## src/rtl/expr_gen.sv

```systemverilog
// Streams an arithmetic expression (digits joined by '+'/'*') as ASCII characters over a
// valid/ready handshake, evaluating it with '*' precedence as characters are accepted.
module expr_gen (
    input  logic        clk,
    input  logic        clr,
    input  logic        start,
    input  logic [2:0]  num,
    input  logic [31:0] digits,
    input  logic [6:0]  ops,
    input  logic        ready,
    output logic [7:0]  out,
    output logic        valid,
    output logic        busy,
    output logic        done,
    output logic [7:0]  result,
    output logic        err
);

    typedef enum logic [1:0] {IDLE, EMIT_D, EMIT_O, FIN} state_t;

    state_t      state, state_n;
    logic [2:0]  num_r, num_n;
    logic [31:0] digits_r, digits_n;
    logic [7:0]  ops_r, ops_n;
    logic [2:0]  idx, idx_n;
    logic [7:0]  sum, sum_n;
    logic [7:0]  term, term_n;
    logic        mul_r, mul_n;
    logic [7:0]  out_n, result_n;
    logic        valid_n, busy_n, done_n, err_n;
    logic        bad;
    logic [3:0]  d, nd;
    logic [7:0]  prod;

    always_ff @(posedge clk) begin
        if (clr) begin
            state    <= IDLE;
            num_r    <= '0;
            digits_r <= '0;
            ops_r    <= '0;
            idx      <= '0;
            sum      <= '0;
            term     <= '0;
            mul_r    <= 1'b0;
            out      <= '0;
            valid    <= 1'b0;
            busy     <= 1'b0;
            done     <= 1'b0;
            err      <= 1'b0;
            result   <= '0;
        end else begin
            state    <= state_n;
            num_r    <= num_n;
            digits_r <= digits_n;
            ops_r    <= ops_n;
            idx      <= idx_n;
            sum      <= sum_n;
            term     <= term_n;
            mul_r    <= mul_n;
            out      <= out_n;
            valid    <= valid_n;
            busy     <= busy_n;
            done     <= done_n;
            err      <= err_n;
            result   <= result_n;
        end
    end

    always_comb begin
        state_n  = state;
        num_n    = num_r;
        digits_n = digits_r;
        ops_n    = ops_r;
        idx_n    = idx;
        sum_n    = sum;
        term_n   = term;
        mul_n    = mul_r;
        out_n    = out;
        valid_n  = valid;
        busy_n   = busy;
        done_n   = 1'b0;
        err_n    = 1'b0;
        result_n = result;

        bad = 1'b0;
        for (int unsigned i = 0; i < 8; i++) begin
            if (i <= 32'(num) && digits[4*i +: 4] > 4'd9)
                bad = 1'b1;
        end

        d    = digits_r[{idx, 2'b00} +: 4];
        nd   = digits_r[{idx + 3'd1, 2'b00} +: 4];
        prod = 8'(term * {4'h0, d});

        case (state)
            IDLE: begin
                if (start) begin
                    if (bad) begin
                        err_n = 1'b1;
                    end else begin
                        // sum = term = 0 with a pending '+' makes d0 load term and leave sum at 0
                        num_n    = num;
                        digits_n = digits;
                        ops_n    = {1'b0, ops};
                        idx_n    = '0;
                        sum_n    = '0;
                        term_n   = '0;
                        mul_n    = 1'b0;
                        out_n    = 8'h30 + {4'h0, digits[3:0]};
                        valid_n  = 1'b1;
                        busy_n   = 1'b1;
                        state_n  = EMIT_D;
                    end
                end
            end
            EMIT_D: begin
                if (ready) begin
                    if (mul_r) begin
                        term_n = prod;
                    end else begin
                        sum_n  = sum + term;
                        term_n = {4'h0, d};
                    end
                    if (idx == num_r) begin
                        valid_n  = 1'b0;
                        done_n   = 1'b1;
                        result_n = sum_n + term_n;
                        state_n  = FIN;
                    end else begin
                        out_n   = ops_r[idx] ? 8'h2A : 8'h2B;
                        state_n = EMIT_O;
                    end
                end
            end
            EMIT_O: begin
                if (ready) begin
                    mul_n   = ops_r[idx];
                    idx_n   = idx + 3'd1;
                    out_n   = 8'h30 + {4'h0, nd};
                    state_n = EMIT_D;
                end
            end
            FIN: begin
                busy_n  = 1'b0;
                state_n = IDLE;
            end
            default: state_n = IDLE;
        endcase
    end

endmodule

```

## config.mk

```make
export PLATFORM = sky130hd
export DESIGN_NAME = expr_gen
export DESIGN_NICKNAME = d
export VERILOG_FILES = /design/src/rtl/expr_gen.sv
export SDC_FILE = /design/constraint.sdc
export NUM_CORES = 1
export LEC_CHECK = 0
export CELL_PAD_IN_SITES_DETAIL_PLACEMENT = 1
export CELL_PAD_IN_SITES_GLOBAL_PLACEMENT = 1
export CORE_AREA = 10 10 93 176
export DETAILED_ROUTE_END_ITERATION = 10
export DIE_AREA = 0 0 103 186
export GPL_TIMING_DRIVEN = 0
export HOLD_SLACK_MARGIN = 0.1
export PLACE_DENSITY = 0.87
export SYNTH_ARGS = -nofsm -noshare
export SYNTH_HDL_FRONTEND = slang
export SYNTH_SLANG_ARGS = --single-unit
export TNS_END_PERCENT = 10
```

## constraint.sdc

```tcl
create_clock -name clk -period 4.4 [get_ports clk]
set_input_delay 0.88 -clock clk [delete_from_list [all_inputs] [get_ports clk]]
set_output_delay 0.88 -clock clk [all_outputs]
set_load 0.01 [all_outputs]
```

==> flow_summary_export.csv, run 1 <==
group,metric,value,unit
detailed_routing,drt-initial-drc-count,259,
power,power.sequential.fraction,37.3,%
worst_setup_path,path_max_fanout,9,
clock_network,clock-root-buffer,"sky130_fd_sc_hd__clkbuf_16",
run_status,violated_checks,"negative setup slack",
sta,grt_setup_unrepaired,"true",
detailed_routing,detail_route.drc_violations,0,
worst_setup_path,critical_path_arrival,4.98,ns
detailed_routing,vias,4654,
global_routing,pin_count_of_the_biggest_net_entering_global_routing,15,
worst_setup_path,rrSetupSlack,-0.31,ns
synthesis,ys_async_sr_fraction,0,%
detailed_routing,totalWireLength,17700,microns
clock_network,clkLatencyLatePin,0.35,ns
place,hpwl,14000,microns
synthesis,synth_area_leader_cell,"sky130_fd_sc_hd__dfxtp_1",
sta,finalSetupTns,-0.324,ns
synthesis,mappedNetlistArea,5150,sq um
global_routing,grt_first_pass_wirelength,28000,microns
power,internal-power,1.56,mW
worst_setup_path,startpoint_type,"flop",
sta,slew-limit-headroom,28.9,%
layout,n_antenna_cell,0,
synthesis,synth_largest_type_area_fraction,31.8,%
worst_hold_path,worst_hold_path_type,"reg -> reg",
clock_network,cts-buffers-inserted,9,
run_status,status,"finished, violations left",
layout,post_route_cells_drive_above_1_share,11.6,%
layout,syn_to_final_growth,25.0,%
synthesis,post_synth_edffs,0,
detailed_routing,drtAntennaViolNets,0,
sta,max_freq,212,MHz
detailed_routing,drt-wirelength-per-cell,22.2,microns
power,power_per_cell_area,354,nW/um^2
sta,worst-slew-pin-transition,1.06,ns
place,routabilityCongestion,0.908,
die,io-pin-count,66,
layout,fillers,1562,
global_routing,globalRouteOverflowTotal,0,
synthesis,ys_warns,0,
die,die_area,19200,sq um
power,power_frac_clock,36.6,%
sta,max_transition_viols_final,0,
sta,timing.final.hold_violations,0,
sta,finalWorstSetupSlack,-0.307,ns
worst_setup_path,end_kind,"flop",
synthesis,synthesis.instances,557,
power,p_leak,2.84,nW
clock_network,worst_setup_hold_path_clk_slew,0.07,ns
global_routing,grt_antenna_before_repair,0,
global_routing,grt_resource_usage_total,19.2,%
sta,timing.final.setup_violations,2,
clock_network,clockBufferDepth,2,
die,initial_core_util,38.1,%
global_routing,first_global_vias,5326,
worst_setup_path,critical_path_class,"reg -> reg",
clock_network,cts_tree,"done",
die,die_w,103,microns
worst_setup_path,critical_path_data_required_time,4.67,ns
die,core_area,13500,sq um
clock_network,tritoncts_num_sinks,82,
power,design_power_total,2.28,mW
sta,final.min_clock_period,4.71,ns
place,numPortBuffers,62,
synthesis,yosysSeqAreaShare,31.8,%
layout,postLayoutCoreUtil,47.7,%
synthesis,yosysUniqueCellTypes,64,
clock_network,number_of_hold_buffers_added_after_cts,0,
detailed_routing,vias_per_cell,5.82,
power,p_sw,721,uW
detailed_routing,pre_repair_dr_iteration_count,4,
die,die_height,186,microns
sta,timing.clock.skew,0.00828,ns
synthesis,synth.ff_latch_count,82,
layout,final_net_count,725,
synthesis,postSynth.topFlopCell,"sky130_fd_sc_hd__dfxtp_1",
power,netSwitchingFraction,31.6,%
power,max-vdd-ir-drop,192,uV
job,max_cap_violations,0,
synthesis,synthTopCellsByArea,"sky130_fd_sc_hd__dfxtp_1 (32%), sky130_fd_sc_hd__mux2i_1 (9.1%), sky130_fd_sc_hd__ha_1 (7.0%)",
power,pwr-share-comb,26.2,%
die,fp-row-count,60,
synthesis,synthesis.area_per_instance,9.25,sq um
sta,fin_crit_sh,107,%
clock_network,cts_max_level,3,
per-layer routing:
layer	GRT usage, %	part of all wire (%)	up-vias	wire length (microns)
li1	-	-	2121	-
met4	14.7	6.9	0	1220
met3	2.86	3.1	75	545
met2	37.5	59	152	10400
met1	16.1	31	2306	5560
met5	0	0	-	0
state kept, by name, indices dropped and copies added (netlist names), 2 cells and up:
register / cells
state: 2
term: 8
idx: 3
result: 8
digits_r: 32
num_r: 3
sum: 8
ops_r: 7
out: 6
critical path, cell delays in order, from the launching register on:
cell	delay (ns)
sky130_fd_sc_hd__dfxtp_4	0.36
sky130_fd_sc_hd__buf_12	0.13
sky130_fd_sc_hd__mux4_2	0.50
sky130_fd_sc_hd__mux2_4	0.33
sky130_fd_sc_hd__buf_4	0.17
sky130_fd_sc_hd__nand2_1	0.09
sky130_fd_sc_hd__fa_1	0.48
sky130_fd_sc_hd__fa_1	0.58
sky130_fd_sc_hd__inv_1	0.05
sky130_fd_sc_hd__ha_1	0.35
sky130_fd_sc_hd__a21oi_2	0.18
sky130_fd_sc_hd__xnor2_1	0.09
sky130_fd_sc_hd__and2_4	0.18
sky130_fd_sc_hd__ha_4	0.29
sky130_fd_sc_hd__inv_2	0.04
sky130_fd_sc_hd__o41a_1	0.48
sky130_fd_sc_hd__nor3_1	0.16
sky130_fd_sc_hd__mux2i_1	0.10
sky130_fd_sc_hd__o2111ai_1	0.07
cell usage after synthesis, types with 7 or more instances:
library cell and number:
sky130_fd_sc_hd__a21o_1 8, sky130_fd_sc_hd__a22oi_1 19, sky130_fd_sc_hd__nand2_1 28, sky130_fd_sc_hd__xnor2_1 15, sky130_fd_sc_hd__and2_1 10, sky130_fd_sc_hd__dfxtp_1 82
sky130_fd_sc_hd__mux2i_1 47, sky130_fd_sc_hd__nand2b_1 7, sky130_fd_sc_hd__inv_1 31, sky130_fd_sc_hd__nor2_1 89, sky130_fd_sc_hd__o21ai_1 8, sky130_fd_sc_hd__a21oi_1 28
sky130_fd_sc_hd__ha_1 29, sky130_fd_sc_hd__mux4_2 15, sky130_fd_sc_hd__clkbuf_1 20, sky130_fd_sc_hd__nor2b_1 10, sky130_fd_sc_hd__fa_1 11, sky130_fd_sc_hd__o21ai_0 11
power by group through the flow:
| stage | clock, mW | combinational (mW) | sequential [mW] |
|---|---|---|---|
| after floorplan | 0 | 0.328 | 0.865 |
| after global placement | 0 | 0.559 | 0.861 |
| after detailed placement | 0 | 0.584 | 0.865 |
| after CTS | 0.845 | 0.591 | 0.848 |
| after global routing | 0.871 | 0.639 | 0.858 |
| final | 0.834 | 0.596 | 0.849 |
path summary, 6_finish.rpt:
check,end,start,depth (start not counted)
min reg2reg,out[3]$_SDFFE_PP0P_,out[3]$_SDFFE_PP0P_,2
max,result[7]$_SDFFE_PP0P_,idx[1]$_SDFFE_PP0P_,18
min,out[3]$_SDFFE_PP0P_,out[3]$_SDFFE_PP0P_,2
max reg2reg,result[7]$_SDFFE_PP0P_,idx[1]$_SDFFE_PP0P_,18
final cells by class:
cell class                      count  area, sq um  share of cell area [%]
Tap cell                          155          194                    3.01
Clock buffer                       10          239                    3.71
Inverter                           31          116                    1.81
Buffer                             30          143                    2.21
Timing Repair Buffer               70          681                    10.6
Multi-Input combinational cell    415         3330                    51.7
Sequential cell                    82         1650                    25.6
Clock inverter                      6         90.1                    1.40
placed cells by master (no fill, tap or decap), types with 10 or more instances in the layout:
cell type                          n
sky130_fd_sc_hd__buf_4            11
sky130_fd_sc_hd__clkdlybuf4s50_1  62
sky130_fd_sc_hd__inv_1            29
sky130_fd_sc_hd__xnor2_1          15
sky130_fd_sc_hd__dfxtp_1          80
sky130_fd_sc_hd__nor2_1           89
sky130_fd_sc_hd__fa_1             11
sky130_fd_sc_hd__a22oi_1          19
sky130_fd_sc_hd__mux2i_1          47
sky130_fd_sc_hd__a21oi_1          22
sky130_fd_sc_hd__o21ai_0          10
sky130_fd_sc_hd__nand2_1          28
sky130_fd_sc_hd__ha_1             27
sky130_fd_sc_hd__mux4_2           15
sky130_fd_sc_hd__nor2b_1          10
sky130_fd_sc_hd__clkbuf_1         19
logic make-up after synthesis:
group / after synthesis / share of synthesized area [%]
adders and majority gates: 40 / 11.3
xor gates and xnor gates: 18 / 3.47
AOI/OAI and AO/OA: 107 / 13.8
and+or+nand+nor: 173 / 15.4
other: 1 / 0.0727
buffers and inverters: 61 / 4.78
muxes: 75 / 19.3
DFF: 82 / 31.8
metrics by stage:
stage | cell area [sq um] | worst slack (ns) | hold WS [ns] | std cells
floorplan | 5200 | 0.0106 | 0.458 | 558
global placement | 6010 | -0.303 | 0.437 | 775
detailed placement | 6010 | -0.467 | 0.453 | 775
CTS | 6420 | -0.334 | 0.460 | 797
global route | 6440 | -0.507 | 0.486 | 799
finish | 6440 | -0.307 | 0.461 | 799
what timing repair did:
action / 4_1_cts / 5_1_grt
endpoints found under the hold margin: 0 / 0
gates resized for setup: 11 / 4
buffers inserted: 6 / 2
setup endpoints to repair: 4 / 5
pin swaps: 5 / 4
(Power assumes the default switching activity.)
==> inputs of run 2 (changes only) <==
MAX_ROUTING_LAYER = met4   (was default)
==> flow_summary_export.csv, run 2 (synthesis results as in run 1) <==
group,metric,value,unit
layout,commonest_cells_after_routing_fill_and_taps_aside,"sky130_fd_sc_hd__nor2_1 (89), sky130_fd_sc_hd__dfxtp_1 (80), sky130_fd_sc_hd__clkdlybuf4s50_1 (62)",
die,die_height,186,microns
die,die_area,19200,sq um
clock_network,clkLatencyLatePin,0.35,ns
die,fp-row-count,60,
global_routing,first_global_vias,5407,
power,pwr-share-comb,26.6,%
layout,post_route_cells_drive_above_1_share,11.2,%
sta,max_freq,212,MHz
power,power_per_cell_area,351,nW/um^2
detailed_routing,vias,4589,
die,core_area,13500,sq um
run_status,violated_checks,"negative setup slack",
detailed_routing,totalWireLength,18000,microns
power,p_leak,2.84,nW
clock_network,worst_setup_hold_path_clk_slew,0.07,ns
detailed_routing,drt-wirelength-per-cell,22.5,microns
sta,finalWorstSetupSlack,-0.322,ns
clock_network,clock-root-buffer,"sky130_fd_sc_hd__clkbuf_16",
sta,timing.clock.skew,0.00725,ns
detailed_routing,drt-initial-drc-count,186,
global_routing,grt_resource_usage_total,19.6,%
detailed_routing,drtAntennaViolNets,0,
die,die_w,103,microns
power,internal-power,1.51,mW
place,hpwl,13800,microns
sta,max_transition_viols_final,0,
clock_network,cts-buffers-inserted,9,
die,io-pin-count,66,
worst_hold_path,worst_hold_path_type,"reg -> reg",
worst_setup_path,path_max_fanout,8,
power,p_sw,748,uW
global_routing,grt_first_pass_wirelength,28000,microns
sta,slew-limit-headroom,21.8,%
sta,worst-slew-pin-transition,1.16,ns
sta,timing.final.hold_violations,0,
global_routing,globalRouteOverflowTotal,0,
run_status,status,"finished, violations left",
detailed_routing,pre_repair_dr_iteration_count,4,
sta,finalSetupTns,-0.322,ns
sta,grt_setup_unrepaired,"true",
sta,fin_crit_sh,107,%
power,power_frac_clock,35.7,%
power,netSwitchingFraction,33.2,%
worst_setup_path,critical_path_data_required_time,4.67,ns
layout,final_net_count,724,
layout,largest_register_ffs,32,
place,numPortBuffers,62,
sta,final.min_clock_period,4.72,ns
clock_network,tritoncts_num_sinks,82,
layout,registers.top_by_ff_count,"digits_r",
worst_setup_path,critical_path_arrival,4.99,ns
place,routabilityCongestion,0.923,
worst_setup_path,critical_path_class,"reg -> reg",
layout,syn_to_final_growth,24.7,%
sta,finalHoldWorstSlack,0.452,ns
detailed_routing,vias_per_cell,5.75,
clock_network,clockBufferDepth,2,
layout,layout.cells.most_common,"sky130_fd_sc_hd__nor2_1",
power,max-vdd-ir-drop,219,uV
clock_network,number_of_hold_buffers_added_after_cts,0,
die,initial_core_util,38.1,%
layout,n_antenna_cell,0,
clock_network,cts_max_level,3,
power,power.sequential.fraction,37.7,%
global_routing,grt_antenna_before_repair,0,
clock_network,cts_tree,"done",
detailed_routing,detail_route.drc_violations,0,
sta,timing.final.setup_violations,1,
job,max_cap_violations,0,
global_routing,pin_count_of_the_biggest_net_entering_global_routing,16,
power,design_power_total,2.26,mW
worst_setup_path,startpoint_type,"flop",
worst_setup_path,end_kind,"flop",
## run 2: cell count changes in the layout (fill, tap and decap cells not counted), sizes merged
| cell | delta |
|---|---|
| inv | +3 |
| buf | -1 |
| bufinv | -1 |
| clkinv | -2 |
## run 2: through the flow
step                      instance area (sq um)  instances  utilization, %  worst slack, ns
after CTS                                  6410        798            47.4           -0.333
final                                      6430        798            47.6           -0.322
after floorplan                            5200        558               -           0.0106
after detailed placement                   6010        775            44.5           -0.452
after global placement                     6010        775            44.5           -0.318
after global routing                       6430        798            47.6           -0.478
## run 2: final cells by class
type	count	area, sq um
clock inverter	6	72.6
tap	155	194
sequential	82	1650
multi-input combinational	415	3340
fill	1571	7090
buffer	30	146
inverter	31	116
timing repair buffer	69	673
clock buffer	10	239
## run 2: final timing paths
kind | from | slack [ns] | to | cells past startpoint
worst max-delay path | idx[1]$_SDFFE_PP0P_ | -0.32 | result[7]$_SDFFE_PP0P_ | 19
worst max register to register | idx[1]$_SDFFE_PP0P_ | -0.32 | result[7]$_SDFFE_PP0P_ | 19
worst min-delay path | out[1]$_SDFFE_PP0P_ | 0.45 | out[1]$_SDFFE_PP0P_ | 2
worst min register to register | out[1]$_SDFFE_PP0P_ | 0.45 | out[1]$_SDFFE_PP0P_ | 2
## run 2: routing by layer
metal  track usage [%]  up-vias  routed length [microns]  part of all wire (%)
met1              15.3     2259                     5700                    32
met5                 -        -                        0                     0
met4              14.0        0                     1120                   6.2
met3              2.49       70                      379                   2.1
met2              39.0      130                    10800                    60
li1                  -     2130                        -                     -
## run 2: critical path, stage by stage (launching register included)
cell                        delay (ns)
sky130_fd_sc_hd__dfxtp_4          0.37
sky130_fd_sc_hd__buf_12           0.13
sky130_fd_sc_hd__mux4_2           0.49
sky130_fd_sc_hd__mux2_4           0.32
sky130_fd_sc_hd__and2_1           0.19
sky130_fd_sc_hd__fa_1             0.51
sky130_fd_sc_hd__inv_1            0.05
sky130_fd_sc_hd__fa_1             0.50
sky130_fd_sc_hd__inv_2            0.05
sky130_fd_sc_hd__ha_4             0.24
sky130_fd_sc_hd__a21o_1           0.17
sky130_fd_sc_hd__a21oi_2          0.17
sky130_fd_sc_hd__xnor2_2          0.09
sky130_fd_sc_hd__and2_4           0.18
sky130_fd_sc_hd__ha_4             0.28
sky130_fd_sc_hd__inv_2            0.03
sky130_fd_sc_hd__o41a_1           0.49
sky130_fd_sc_hd__nor3_1           0.18
sky130_fd_sc_hd__mux2i_1          0.11
sky130_fd_sc_hd__o2111ai_1        0.07
## run 2: what timing repair did
action                                  4_1_cts  5_1_grt
gates resized for setup                      10        4
endpoints found under the setup margin        4        4
gates cloned                                  0        0
pin swaps                                     3        2
buffers inserted                              7        0
## run 2: power groups by stage
stage                     combinational [mW]  clock [mW]  sequential (mW)
final                                  0.601       0.805            0.851
after CTS                              0.599       0.810            0.849
after global placement                 0.559           0            0.860
after floorplan                        0.328           0            0.865
after global routing                   0.647       0.847            0.857
after detailed placement               0.589           0            0.865
==> inputs of run 3 (changes only) <==
CORE_AREA = 2 2 85 168   (was 10 10 93 176)
DIE_AREA = 0 0 87 170   (was 0 0 103 186)
==> flow_summary_export.csv, run 3 (synthesis results as in run 1) <==
group,metric,value,unit
detailed_routing,detailroute.wirelength.met2,11000,microns
global_routing,pin_count_of_the_biggest_net_entering_global_routing,16,
die,io-pin-count,66,
detailed_routing,pre_repair_dr_iteration_count,7,
worst_setup_path,end_kind,"flop",
worst_setup_path,worstSetupStartpoint,"idx[1]$_SDFFE_PP0P_",
detailed_routing,totalWireLength,20100,microns
die,die_area,14800,sq um
global_routing,first_global_vias,5519,
run_status,violated_checks,"negative setup slack",
sta,timing.final.setup_violations,4,
layout,registers.top_by_ff_count,"digits_r",
layout,post_route_cells_drive_above_1_share,15.7,%
sta,max_freq,206,MHz
sta,slew-limit-headroom,10.9,%
die,die_w,87,microns
worst_setup_path,path_max_fanout,5,
worst_setup_path,critical_path_data_required_time,4.67,ns
power,max-vdd-ir-drop,228,uV
die,fp-row-count,60,
sta,timing.clock.skew,0.00861,ns
power,p_leak,2.91,nW
sta,grt_setup_unrepaired,"true",
worst_setup_path,critical_path_class,"reg -> reg",
clock_network,worst_setup_hold_path_clk_slew,0.07,ns
sta,finalWorstSetupSlack,-0.454,ns
clock_network,cts_max_level,3,
sta,worst-slew-pin-transition,1.33,ns
global_routing,globalRouteOverflowTotal,0,
place,detailedPlace.worstSlack,-0.428,ns
detailed_routing,vias,5047,
power,power.sequential.fraction,36.3,%
die,initial_core_util,38.4,%
place,place_area,6010,sq um
global_routing,grt_resource_usage_total,26.5,%
die,core_area,13400,sq um
clock_network,cts_tree,"done",
layout,multi_input_area,3420,sq um
power,power_frac_clock,36.9,%
clock_network,tritoncts_num_sinks,82,
layout,fillers,1508,
clock_network,clockBufferDepth,2,
clock_network,cts-buffers-inserted,9,
layout,regArea,1650,sq um
worst_hold_path,worst_hold_path_type,"reg -> reg",
layout,n_antenna_cell,0,
layout,syn_to_final_growth,29.1,%
detailed_routing,drt-wirelength-per-cell,24.8,microns
detailed_routing,top_layer,"met4",
layout,layout.cells.most_common,"sky130_fd_sc_hd__nor2_1",
sta,finalHoldWorstSlack,0.465,ns
worst_setup_path,startpoint_type,"flop",
layout,post_layout_inst_area,6650,sq um
worst_setup_path,r2r_start,"idx[1]$_SDFFE_PP0P_",
layout,final_net_count,736,
clock_network,clock-root-buffer,"sky130_fd_sc_hd__clkbuf_16",
detailed_routing,detailroute.wirelength.met3,992,microns
sta,timing.final.hold_violations,0,
layout,postLayoutCoreUtil,49.5,%
power,power_per_cell_area,353,nW/um^2
detailed_routing,detail_route.drc_violations,0,
power,p_sw,777,uW
global_routing,grt_antenna_before_repair,0,
detailed_routing,wl_met1,5820,microns
place,hpwl,13500,microns
layout,fin_cells,810,
die,die_height,170,microns
power,design_power_total,2.35,mW
place,placed_cells_incl_taps,775,
clock_network,clkLatencyLatePin,0.35,ns
power,netSwitchingFraction,33.1,%
global_routing,grt_first_pass_wirelength,28800,microns
worst_hold_path,min-delay-start,"out[5]$_SDFFE_PP0P_",
layout,commonest_cells_after_routing_fill_and_taps_aside,"sky130_fd_sc_hd__nor2_1 (89), sky130_fd_sc_hd__dfxtp_1 (80), sky130_fd_sc_hd__clkdlybuf4s50_1 (62)",
power,pwr-share-comb,26.8,%
place,routabilityCongestion,0.934,
power,internal-power,1.57,mW
place,numPortBuffers,62,
sta,max_transition_viols_final,0,
detailed_routing,drt-initial-drc-count,320,
detailed_routing,drtAntennaViolNets,0,
sta,fin_crit_sh,110,%
sta,final.min_clock_period,4.85,ns
run_status,status,"finished, violations left",
layout,largest_register_ffs,32,
detailed_routing,vias_per_cell,6.23,
worst_setup_path,critical_path_arrival,5.13,ns
sta,finalSetupTns,-0.772,ns
job,max_cap_violations,0,
==> run 3: final timing paths <==
path / end / slack, ns / cells after the start
setup / recovery: result[7]$_SDFFE_PP0P_ / -0.45 / 19
hold / removal: out[5]$_SDFFE_PP0P_ / 0.46 / 2
setup reg to reg: result[7]$_SDFFE_PP0P_ / -0.45 / 19
hold reg to reg: out[5]$_SDFFE_PP0P_ / 0.46 / 2
==> run 3: power groups by stage <==
stage          clock (mW)  combinational, mW  sequential, mW
5_1_grt             0.896              0.670           0.857
6_report            0.866              0.630           0.853
3_5_place_dp            0              0.580           0.867
3_3_place_gp            0              0.555           0.861
4_1_cts             0.859              0.592           0.850
2_1_floorplan           0              0.328           0.865
==> run 3: layout make-up <==
type	instances	share of cell area, %
Timing Repair Buffer	81	11.9
Buffer	30	2.20
Clock buffer	10	3.59
Clock inverter	6	1.45
Sequential cell	82	24.7
Inverter	31	1.75
Tap cell	155	2.91
Multi-Input combinational cell	415	51.4
==> run 3: timing repair <==
action                     4_1_cts  5_1_grt
resized for setup               21       19
setup endpoints to repair        4        5
hold buffers                     0        0
setup buffers                   11        7
gates cloned                     1        0
pin swaps                       16       16
==> run 3: layer usage <==
layer / track usage [%] / vias to the layer above
met2: 49.9 / 275
met3: 4.22 / 172
met1: 21.3 / 2458
met4: 21.4 / 0
li1: - / 2142
met5: - / -
==> run 3: worst max-delay path, cell delays in order, from the launching register on <==
cell and delay, ns:
sky130_fd_sc_hd__dfxtp_4 0.39, sky130_fd_sc_hd__buf_12 0.13, sky130_fd_sc_hd__mux4_2 0.51, sky130_fd_sc_hd__mux2_4 0.30, sky130_fd_sc_hd__buf_6 0.14, sky130_fd_sc_hd__buf_4 0.14
sky130_fd_sc_hd__nand2_2 0.15, sky130_fd_sc_hd__fa_1 0.48, sky130_fd_sc_hd__fa_1 0.51, sky130_fd_sc_hd__inv_1 0.22, sky130_fd_sc_hd__ha_4 0.25, sky130_fd_sc_hd__a21oi_2 0.15
sky130_fd_sc_hd__xnor2_1 0.09, sky130_fd_sc_hd__and2_4 0.18, sky130_fd_sc_hd__ha_4 0.28, sky130_fd_sc_hd__inv_2 0.03, sky130_fd_sc_hd__o41a_1 0.47, sky130_fd_sc_hd__nor3_2 0.18
sky130_fd_sc_hd__mux2i_1 0.09, sky130_fd_sc_hd__o2111ai_1 0.07
